==> config.mk <==
export PLATFORM = sky130hd
export DESIGN_NAME = hazard_scoreboard_ctrl
export DESIGN_NICKNAME = d
export VERILOG_FILES = /design/src/rtl/pipe_ctrl_pkg.sv /design/src/rtl/sb_entry.sv /design/src/rtl/hazard_scoreboard_ctrl.sv
export SDC_FILE = /design/constraint.sdc
export NUM_CORES = 1
export LEC_CHECK = 0
export CELL_PAD_IN_SITES_DETAIL_PLACEMENT = 0
export CELL_PAD_IN_SITES_GLOBAL_PLACEMENT = 1
export CORE_ASPECT_RATIO = 0.5
export CORE_MARGIN = 1.5
export CORE_UTILIZATION = 41
export DETAILED_ROUTE_END_ITERATION = 10
export PLACE_DENSITY_LB_ADDON = 0.1
export SETUP_SLACK_MARGIN = 0.15
export SLEW_MARGIN = 25
export SYNTH_ARGS = -nofsm -noshare
export SYNTH_HDL_FRONTEND = slang
export SYNTH_SLANG_ARGS = --single-unit
==> constraint.sdc <==
create_clock -name clk -period 3.3 [get_ports clk]
set_input_delay 0.66 -clock clk [delete_from_list [all_inputs] [get_ports clk]]
set_output_delay 0.66 -clock clk [all_outputs]
set_load 0.01 [all_outputs]
==> src/rtl/pipe_ctrl_pkg.sv <==
//==============================================================================
// Module      : pipe_ctrl_pkg
// Description : Shared types and constants for the pipeline issue controller.
//               Define FORWARDING_EN to select bypass-network latencies.
// Revision    : 1.0 - initial release
//==============================================================================
`default_nettype none

package pipe_ctrl_pkg;

  localparam int REG_W    = 5;
  localparam int SB_CNT_W = 2;

  typedef enum logic {
    WR_CLASS_ALU  = 1'b0,
    WR_CLASS_LOAD = 1'b1
  } wr_class_e;

`ifdef FORWARDING_EN
  // Bypass paths hide ALU latency entirely; a load still costs one slot.
  localparam logic [SB_CNT_W-1:0] LAT_ALU  = 2'd0;
  localparam logic [SB_CNT_W-1:0] LAT_LOAD = 2'd1;
`else
  // Only the register file (write first half, read second half) carries data.
  localparam logic [SB_CNT_W-1:0] LAT_ALU  = 2'd2;
  localparam logic [SB_CNT_W-1:0] LAT_LOAD = 2'd2;
`endif

  // Scoreboard reload value for a given write class.
  function automatic logic [SB_CNT_W-1:0] lat_of(input logic cls);
    return (cls == WR_CLASS_LOAD) ? LAT_LOAD : LAT_ALU;
  endfunction

endpackage

`default_nettype wire

==> src/rtl/sb_entry.sv <==
//==============================================================================
// Module      : sb_entry
// Description : One scoreboard down-counter for a single architectural
//               register. A set overrides the decrement; hold freezes it.
// Revision    : 1.0 - initial release
//==============================================================================
`default_nettype none

module sb_entry
  import pipe_ctrl_pkg::*;
(
  input  logic                clk,
  input  logic                reset,
  input  logic                hold,
  input  logic                set,
  input  logic [SB_CNT_W-1:0] set_val,
  output logic [SB_CNT_W-1:0] cnt
);

  logic [SB_CNT_W-1:0] r_cnt;

  // Reload on a new in-flight write, otherwise count down toward zero.
  always_ff @(posedge clk or negedge reset) begin
    if (!reset) begin
      r_cnt <= '0;
    end else if (!hold) begin
      if (set) begin
        r_cnt <= set_val;
      end else if (r_cnt != '0) begin
        r_cnt <= r_cnt - SB_CNT_W'(1);
      end
    end
  end

  assign cnt = r_cnt;

endmodule

`default_nettype wire

==> src/rtl/hazard_scoreboard_ctrl.sv <==
//==============================================================================
// Module      : hazard_scoreboard_ctrl
// Description : ID-stage issue controller for a 5-stage MIPS pipeline. Keeps a
//               per-GPR scoreboard of in-flight writes, decides issue/stall,
//               inserts bubbles into EX and counts hazard-stall cycles.
//               Build option: FORWARDING_EN (bypass latencies, see package).
// Revision    : 1.0 - initial release
//==============================================================================
`default_nettype none

module hazard_scoreboard_ctrl
  import pipe_ctrl_pkg::*;
#(
  parameter int CNT_W = 32,
  parameter int NREGS = 32
) (
  input  logic             clk,
  input  logic             reset,
  input  logic             id_valid_i,
  input  logic [REG_W-1:0] rs_i,
  input  logic [REG_W-1:0] rt_i,
  input  logic             use_rs_i,
  input  logic             use_rt_i,
  input  logic             wr_en_i,
  input  logic [REG_W-1:0] wr_reg_i,
  input  logic             wr_class_i,
  input  logic             flush_i,
  input  logic             hold_i,
  output logic             issue_o,
  output logic             stall_o,
  output logic             bubble_o,
  output logic [NREGS-1:0] busy_o,
  output logic [CNT_W-1:0] stall_cnt_o
);

  logic [SB_CNT_W-1:0] w_cnt [NREGS];
  logic [SB_CNT_W-1:0] w_lat;
  logic                w_rs_busy;
  logic                w_rt_busy;
  logic                w_haz;
  logic                w_stall;
  logic                w_issue;
  logic                w_bubble;
  logic [CNT_W-1:0]    r_stall_cnt;

  // r0 is hardwired: never tracked, never busy.
  assign w_cnt[0] = '0;

  genvar gi;
  generate
    for (gi = 1; gi < NREGS; gi++) begin : g_sb
      logic w_set;
      // Only an instruction actually entering EX claims its destination.
      assign w_set = w_issue & wr_en_i & (wr_reg_i == REG_W'(gi)) & (w_lat != '0);

      sb_entry u_entry (
        .clk     (clk),
        .reset   (reset),
        .hold    (hold_i),
        .set     (w_set),
        .set_val (w_lat),
        .cnt     (w_cnt[gi])
      );
    end
  endgenerate

  // Hazard check uses registered counters only, so the ID instruction's own
  // write can never stall itself.
  always_comb begin
    w_lat     = lat_of(wr_class_i);
    w_rs_busy = use_rs_i & (w_cnt[rs_i] != '0);
    w_rt_busy = use_rt_i & (w_cnt[rt_i] != '0);
    w_haz     = id_valid_i & (w_rs_busy | w_rt_busy);
    w_stall   = w_haz & ~flush_i;
    w_issue   = id_valid_i & ~w_haz & ~flush_i & ~hold_i;
    w_bubble  = ~hold_i & ~w_issue;
  end

  // Control outputs are forced low for as long as reset is asserted.
  always_comb begin
    issue_o  = reset & w_issue;
    stall_o  = reset & w_stall;
    bubble_o = reset & w_bubble;
    busy_o   = '0;
    for (int r = 1; r < NREGS; r++) begin
      busy_o[r] = reset & (w_cnt[r] != '0);
    end
  end

  // Saturating count of hazard-stall cycles; frozen cycles are not counted.
  always_ff @(posedge clk or negedge reset) begin
    if (!reset) begin
      r_stall_cnt <= '0;
    end else if (w_stall & ~hold_i & (r_stall_cnt != {CNT_W{1'b1}})) begin
      r_stall_cnt <= r_stall_cnt + CNT_W'(1);
    end
  end

  assign stall_cnt_o = r_stall_cnt;

endmodule

`default_nettype wire

==> impl_metrics.ini <==
[routing]
via_count = 5268
drt-total-wl_um = 16500
wl_per_cell_um = 16.8
first_pass_iters = 5
drtIter0Drc = 361
route.detailed.drc = 0
vias_per_cell = 5.34
drtAntennaViolNets = 0

[timing]
hold_viol_final = 0
rsz0062_at_grt = true
worst_pin_slew_ns = 0.684
tns_ns = 0
fin_crit_sh = 0.934
slew_violations = 0
period_needed_ns = 3.08
slew-limit-headroom = 0.542
fmax_mhz = 325
setup_viol = 0
skew_ns = 0.0157

[floorplan]
dieArea_sq_um = 15200
die_h_um = 87.8
num_io_pins = 91
die_w_um = 173
row_count = 30
core_sq_um = 13800
initial_utilization = 0.427

[final_layout]
layout.nets = 845
drive_gt1_frac = 0.139
final_cells = 986
insertedDiodeCount = 0
fillerInstances = 1312
finalInstanceArea_sq_um = 7730
synthToLayoutAreaGrowth_pct = 31.1

[clocking]
insertion_delay_ns = 0.35
cts_buffer_depth = 2
cts_hold_buf = 0
numCtsBuffers = 9
clkSinkCount = 94
cts_root_buf = clkbuf_16
h-tree-depth = 3
cts_tree = yes
clkTransAtPathRegs_ns = 0.08

[synth]
synth_common_cells = 94 x dfrtp_1, 67 x inv_1, 63 x nor2_1, 59 x xnor2_1, 45 x nand2_1
synthCells = 673
synth_area_leaders = dfrtp_1 40%, xnor2_1 8.8%, ha_1 6.8%, inv_1 4.3%, a31oi_1 4.1%
synth_top_area_share = 0.399
netlist_area_sq_um = 5900
post-synth-top-count-cell = dfrtp_1
synth_seq_cells = 94
synth_nets = 729
synth_largest_area_cell = dfrtp_1
async_reset_ff_frac = 1.00
ys_seq_area_frac = 0.399
yosys_warnings = 0
synth_edf_count = 0
synth_top_flop_cell = dfrtp_1
syn_area_per_cell_sq_um = 8.77
yosysUniqueCellTypes = 51

[global_routing]
antenna_found_initial = 0
grt_usage = 0.224
grt_max_degree = 53
grt-ovfl-total = 0
grt_pass1_vias = 4969
grt_pass1_wl_um = 26400

[critical_path]
reg2reg_to = g_sb[18].u_entry.cnt[1]$_DFFE_PN0P_
worstPathRequired_ns = 2.64
crit_type = reg2out
timing.rr.start = g_sb[14].u_entry.cnt[0]$_DFFE_PN0P_
crit_fanout = 4
critPathArrivalTime_ns = 2.42
reg2reg_depth = 10
end_kind = primary output
critPathLaunchType = flop
worst-r2r-setup-slack_ns = 0.42

[power_and_ir_drop]
switching_power_mw = 2.15
vdd_drop_max_mv = 0.319
p_leak_nw = 3.38
power.total_mw = 5.67
power_frac_comb = 0.442
power.share.sequential = 0.352
pwr_density_cell_nw_per_um2 = 732
p_int_mw = 3.51
power_frac_clock = 0.206
switching_share = 0.380

[hold_path]
hold_class = in2async

[job]
drv_cap = 0

[outcome]
status = completed

[place]
io_buffers = 88
placed_cells = 957
dpl-instance-area_sq_um = 7180
hpwl_um = 11600
gp_congestion = 0.854
[cell families after synthesis]
family / Yosys count / share of synthesized area
flip-flops: 94 / 0.399
AND/OR/NAND/NOR: 249 / 0.210
XOR/XNOR: 60 / 0.0891
AO/OA/AOI/OAI: 131 / 0.143
buffers and inverters: 99 / 0.0698
adder cells (fa/ha/maj): 32 / 0.0679
other: 1 / 0.000636
multiplexers: 7 / 0.0208
[critical path, cell delays in order, from the launching register on]
cell	delay [ns]
dfrtp_1	0.41
nor2_4	0.06
mux4_2	0.46
mux2_4	0.29
a221oi_4	0.26
a41oi_2	0.08
and2_4	0.23
a21oi_2	0.14
buf_2	0.15
[per-layer routing]
metal	track usage	share of wire	up-vias
met5	0	0	-
met4	0.0285	0.0057	0
met3	0.0560	0.055	10
met2	0.342	0.42	118
met1	0.328	0.52	2569
li1	-	-	2571
[how the worst max path moves through the flow]
stage / startpoint / end / slack, ns / cells after the start
final: g_sb[19].u_entry.cnt[1]$_DFFE_PN0P_ / bubble_o / 0.22 / 8
after global routing: g_sb[19].u_entry.cnt[1]$_DFFE_PN0P_ / bubble_o / 0.11 / 8
after CTS: rt_i[1] / issue_o / 0.17 / 10
after detailed placement: rt_i[0] / bubble_o / -0.79 / 8
after global placement: rt_i[0] / bubble_o / -0.74 / 8
after floorplan: rs_i[1] / stall_o / 0.16 / 11
[what timing repair did]
item                                    4_1_cts  5_1_grt
gates resized for setup                      42       30
pin swaps                                     6        9
gates cloned                                  2        0
endpoints found under the setup margin       21       10
setup buffers                                 3        8
[sequential cells by signal (all words and copies together), names as in the netlist]
name / flops
stall_cnt_o: 32
g_sb.u_entry.cnt: 62
[final cells by class]
type | count | area [sq um] | share of cell area
clock buffer | 10 | 239 | 0.0309
inverter | 68 | 258 | 0.0333
tap | 192 | 240 | 0.0311
sequential | 94 | 2350 | 0.304
timing repair buffer | 136 | 1280 | 0.165
clock inverter | 6 | 91.3 | 0.0118
multi-input combinational | 480 | 3280 | 0.423
[power by group through the flow]
stage          logic [mW]  clock network (mW)  registers, mW
6_report             2.50                1.17           2.00
5_1_grt              2.86                1.24           2.06
4_1_cts              2.42                1.19           1.98
3_5_place_dp         2.37                   0           1.99
3_3_place_gp         2.31                   0           1.99
2_1_floorplan        1.65                   0           1.92
[metrics by stage]
stage               utilization  hold WS [ns]  setup WS, ns
finish                    0.560         0.189         0.219
global placement          0.519         0.477        -0.742
global route              0.560         0.185         0.108
floorplan                     -         0.364         0.162
detailed placement        0.519         0.482        -0.792
CTS                       0.549         0.185         0.167
[layout by cell type, fill, tap and decap left out, types with 4 or more instances in the layout]
master	count
dfrtp_1	94
clkdlybuf4s50_1	76
inv_1	66
nor2_1	60
xnor2_1	59
nand2_1	45
buf_4	42
a31oi_1	38
nor2b_1	36
ha_1	32
o21ai_0	30
nand3_1	28
nand4_1	18
nor3_1	15
and3_1	15
o21ai_1	13
a21oi_1	10
clkbuf_16	9
nand2b_1	6
and2_1	6
nor3_2	5
buf_2	5
mux4_2	4
o311ai_1	4
buf_12	4
Note: power is estimated with default switching activity, not from simulation.
==> RTL change 1 (same flow settings) <==
Make the reset (`reset`) synchronous in 2 clocked blocks.
--- a/src/rtl/sb_entry.sv
+++ b/src/rtl/sb_entry.sv
@@ -20,7 +20,7 @@
   logic [SB_CNT_W-1:0] r_cnt;
 
   // Reload on a new in-flight write, otherwise count down toward zero.
-  always_ff @(posedge clk or negedge reset) begin
+  always_ff @(posedge clk) begin
     if (!reset) begin
       r_cnt <= '0;
     end else if (!hold) begin
--- a/src/rtl/hazard_scoreboard_ctrl.sv
+++ b/src/rtl/hazard_scoreboard_ctrl.sv
@@ -88,7 +88,7 @@
   end
 
   // Saturating count of hazard-stall cycles; frozen cycles are not counted.
-  always_ff @(posedge clk or negedge reset) begin
+  always_ff @(posedge clk) begin
     if (!reset) begin
       r_stall_cnt <= '0;
     end else if (w_stall & ~hold_i & (r_stall_cnt != {CNT_W{1'b1}})) begin
Behaviour: not the same (a bounded check fails within 4 cycles, from zero or initial values and one cycle with reset low; the reset may be asserted at any time).
==> RTL change 1 against the unedited design <==
Sequential cell count unchanged; area after synthesis up 1.3%; setup slack worse by 0.16 ns; die area up 1.3%; core utilization up 0.16 points; largest cell class unchanged; synthesized cell count up 13%; highest routed layer unchanged; final area up 0.82%; wire length up 1.9%; global-route usage about the same.
Power is not compared: it rests on default switching activity, and its combinational part moved more than twofold at a synthesized area within 25%.
==> RTL change 1: results (changes against the unedited design) <==
Critical path
  – Reg2Reg Depth: 11 (+1)
  – R2R setup slack: 0.36 ns (-0.06 ns)
  – Worst r2r src: g_sb[1].u_entry.cnt[0]
  – Critical path fanouts, max: 7 (+3)
  – Data arrival, critical path: 2.58 ns (+0.16 ns)

Logic synthesis
  – Register area share after synthesis: 31.48% (-8.4 points)
  – Compound-Gate Fraction of Synth Area: 17.17% (+2.8 points)
  – Cells after synthesis: 758 (+13%)
  – XOR/XNOR share of the synthesized area: 4.982% (-3.9 points)
  – Syn_nets: 814 (+12%)
  – Adder-Cell Fraction of Synth Area: 6.699% (-0.087 points)
  – Top cells by area, synth: dfxtp_1, ha_1, nor2_1
  – Post-synthesis mux area share: 4.291% (+2.2 points)
  – Post-synthesis cell type count: 65 (+27%)
  – Asr flop ratio synth: 0% (-100 points)
  – Commonest cells post-synth: nor2_1, dfxtp_1, inv_1

Outcome
  – Status: finished clean

STA
  – Final clock skew: 0.01094 ns (-0.004795 ns)
  – Worst-Margin Slew: 0.7246 ns (+0.04072 ns)
  – WHS: 0.4947 ns (+0.3057 ns)

Route
  – Routed met2 length: 7182 um (+4.6%)
  – Vias per cell: 5.471 (+2.4%)
  – Met1 WL: 8735 um (+0.82%)
  – Starting DRT DRC Count: 360 (-0.28%)

Placed design
  – Final Wtd Congestion: 0.8739 (+2.3%)
  – Post-DP HPWL: 11990 um (+3.0%)
  – Post-Place Setup Slack: -0.7472 ns (+0.04478 ns)
  – DP Cell Count: 1036 (+8.3%)

Cells and area
  – FILL cells: 1341 (+2.2%)
  – Share of layout cells above drive strength 1: 14.30% (+0.45 points)
  – Synth-to-layout area growth: 30.48%

Global routing
  – Global routing usage on met3: 4.424% (-1.2 points)
  – First-pass GRT wire length: 27340 um (+3.6%)
  – Pin count of the biggest net entering global routing: 72 (+36%)
  – Vias in the first global route: 5375 (+8.2%)
  – Total global routing track utilization: 22.37% (about the same)
  – Met2 GRT Util: 36.51% (+2.3 points)

Min path
  – Hold Path Class: flop to flop
==> RTL change 1: changes by cell type in the layout (fill, tap and decap cells not counted), moves of 12 or more <==
| cell | change |
|---|---|
| nor2_1 | +37 |
| a31oi_1 | -29 |
| and3_1 | +14 |
| xnor2_1 | -26 |
| or3_1 | +12 |
| nand2_1 | +18 |
| dfrtp_1 | -94 |
| a21oi_1 | +23 |
| dfxtp_1 | +94 |
| a211oi_1 | +17 |
| nor2b_1 | -30 |
==> RTL change 1: repair_timing <==
item,in CTS,in global routing
hold buffers,0,0
cloned,1,0
buffers inserted,11,2
setup endpoints to repair,66,27
resized for setup,67,20
pin swaps,10,10
==> RTL change 1: worst max-delay path, cell delays in order <==
cell and delay, ns:
buf_6 0.10, buf_12 0.13, o41ai_4 0.29, a211oi_2 0.07
a2111o_1 0.44, a311oi_4 0.41, buf_4 0.19, buf_6 0.08
a211oi_2 0.04, buf_2 0.15
==> RTL change 1: report_power, final <==
part | internal, mW | switching [mW] | leakage [nW]
clock | 0.529 | 0.532 | 0.137
combinational | 0.315 | 0.367 | 1.95
sequential | 1.19 | 0.0387 | 0.759
==> RTL change 1: layout make-up <==
class / instances / area share (%)
clock buffers: 9 / 2.888
inverters: 73 / 3.546
clock inverters: 7 / 0.8343
multi-input cells: 550 / 48.76
repair buffers: 141 / 16.77
well taps: 192 / 3.080
flip-flops and latches: 94 / 24.13
==> RTL change 1: worst max path at each step <==
stage | startpoint | endpoint | slack (ns)
after detailed placement | rs_i[0] | issue_o | -0.75
final | rt_i[0] | bubble_o | 0.06
after global placement | rs_i[0] | issue_o | -0.66
after floorplan | rs_i[0] | bubble_o | 0.16
after CTS | rt_i[0] | bubble_o | 0.07
after global routing | rt_i[0] | bubble_o | 0.004
==> RTL change 2 (same settings) <==
Made on the original files. The option `FORWARDING_EN` is turned on by a define.
--- a/src/rtl/pipe_ctrl_pkg.sv
+++ b/src/rtl/pipe_ctrl_pkg.sv
@@ -5,6 +5,8 @@
 // Revision    : 1.0 - initial release
 //==============================================================================
 `default_nettype none
+
+`define FORWARDING_EN
 
 package pipe_ctrl_pkg;
 
Formal check against the unedited RTL: not equivalent (Yosys sat finds a counterexample within 4 cycles, from zero or initial values and one cycle with reset low).
==> RTL change 2 against the unedited design <==
Via count shrank 0.93%; cell count grew 2.3%; sequential cell count did not move; core utilization is 0.32 points lower; combinational power increased by 5%; critical path depth increased by 1; wire length up 0.15%; total power is 0.95% lower; area after synthesis up 3.2%; final area grew 4.1%; die area grew 3.1%; setup slack got worse by 0.048 ns.
==> RTL change 2: results (changes against the unedited design) <==
Route
  – Starting DRT DRC Count: 197 (-45%)
  – DR pass1 iterations: 4 (-1)
  – Routed WL: 16560 um (+0.15%)
  – DR vias: 5219 (-0.93%)
  – Routed met2 length: 6979 um (+1.7%)

Global routing
  – Met2 GRT Util: 33.01% (-1.2 points)
  – Met1 GRT Util: 32.36% (-0.47 points)
  – Total global routing track utilization: 21.92% (-0.46 points)
  – Global routing usage on met3: 4.762% (-0.84 points)
  – First-pass GRT wire length: 26300 um (-0.37%)

Power
  – Switching Fraction: 38.25% (+0.24 points)
  – Max rail drop VDD: 317.2 uV (-0.52%)

Critical path
  – Worst r2r src: g_sb[10].u_entry.cnt[1]
  – Max incr delay on CP: 0.52 ns (+0.06 ns)
  – Crit-path leading delay family: compound AO/OA/AOI/OAI gates

Cells and area
  – FILL cells: 1367 (+4.2%)
  – Share of layout cells above drive strength 1: 17.14% (+3.3 points)
  – Clock-cell share of area: 3.697% (-0.57 points)

Placed design
  – Port bufs: 89 (+1.1%)
  – DP Cell Count: 986 (+3.0%)
  – Placed Area: 0.007517 mm2 (+4.8%)

Logic synthesis
  – Adder-Cell Fraction of Synth Area: 6.575% (-0.21 points)
  – Top cells by area, synth: dfrtp_1, ha_1, xnor2_1
  – Cells after synthesis: 679 (+0.89%)
  – XOR/XNOR share of the synthesized area: 8.917% (+0.011 points)
  – Register area share after synthesis: 38.63% (-1.2 points)

STA
  – Worst-Margin Slew: 0.6289 ns (-0.05499 ns)

Clocking
  – Post_cts resized: 55 (+31%)

Outcome
  – Status: finished clean

Floorplanning
  – Core Area: 0.01447 mm2 (+4.7%)
-- RTL change 2: cell count changes after synthesis, sizes merged, moves of 14 or more --
cell,before,now
nand4,18,4
xor2,1,29
a31oi,39,0
o21ai,44,30
a21o,2,31
xnor2,59,33
a21oi,12,29
-- RTL change 2: power by group through the flow --
stage | Sequential [mW] | Clock, mW | Combinational, mW
floorplan | 1.83 | 0 | 1.78
global placement | 1.89 | 0 | 2.47
detailed placement | 1.90 | 0 | 2.54
CTS | 1.89 | 1.11 | 2.60
global route | 1.96 | 1.15 | 2.99
finish | 1.90 | 1.08 | 2.63
-- RTL change 2: path summary, 6_finish.rpt --
path	end	slack [ns]	cells past startpoint
worst max-delay path	stall_o	0.17	9
worst min-delay path	stall_cnt_o[6]	0.20	1
worst max register to register	g_sb[30].u_entry.cnt[1]	0.50	11
worst min register to register	stall_cnt_o[14]	0.50	1
max in group asynchronous	g_sb[25].u_entry.cnt[0]	2.38	3
min in group clk	stall_cnt_o[14]	0.50	1
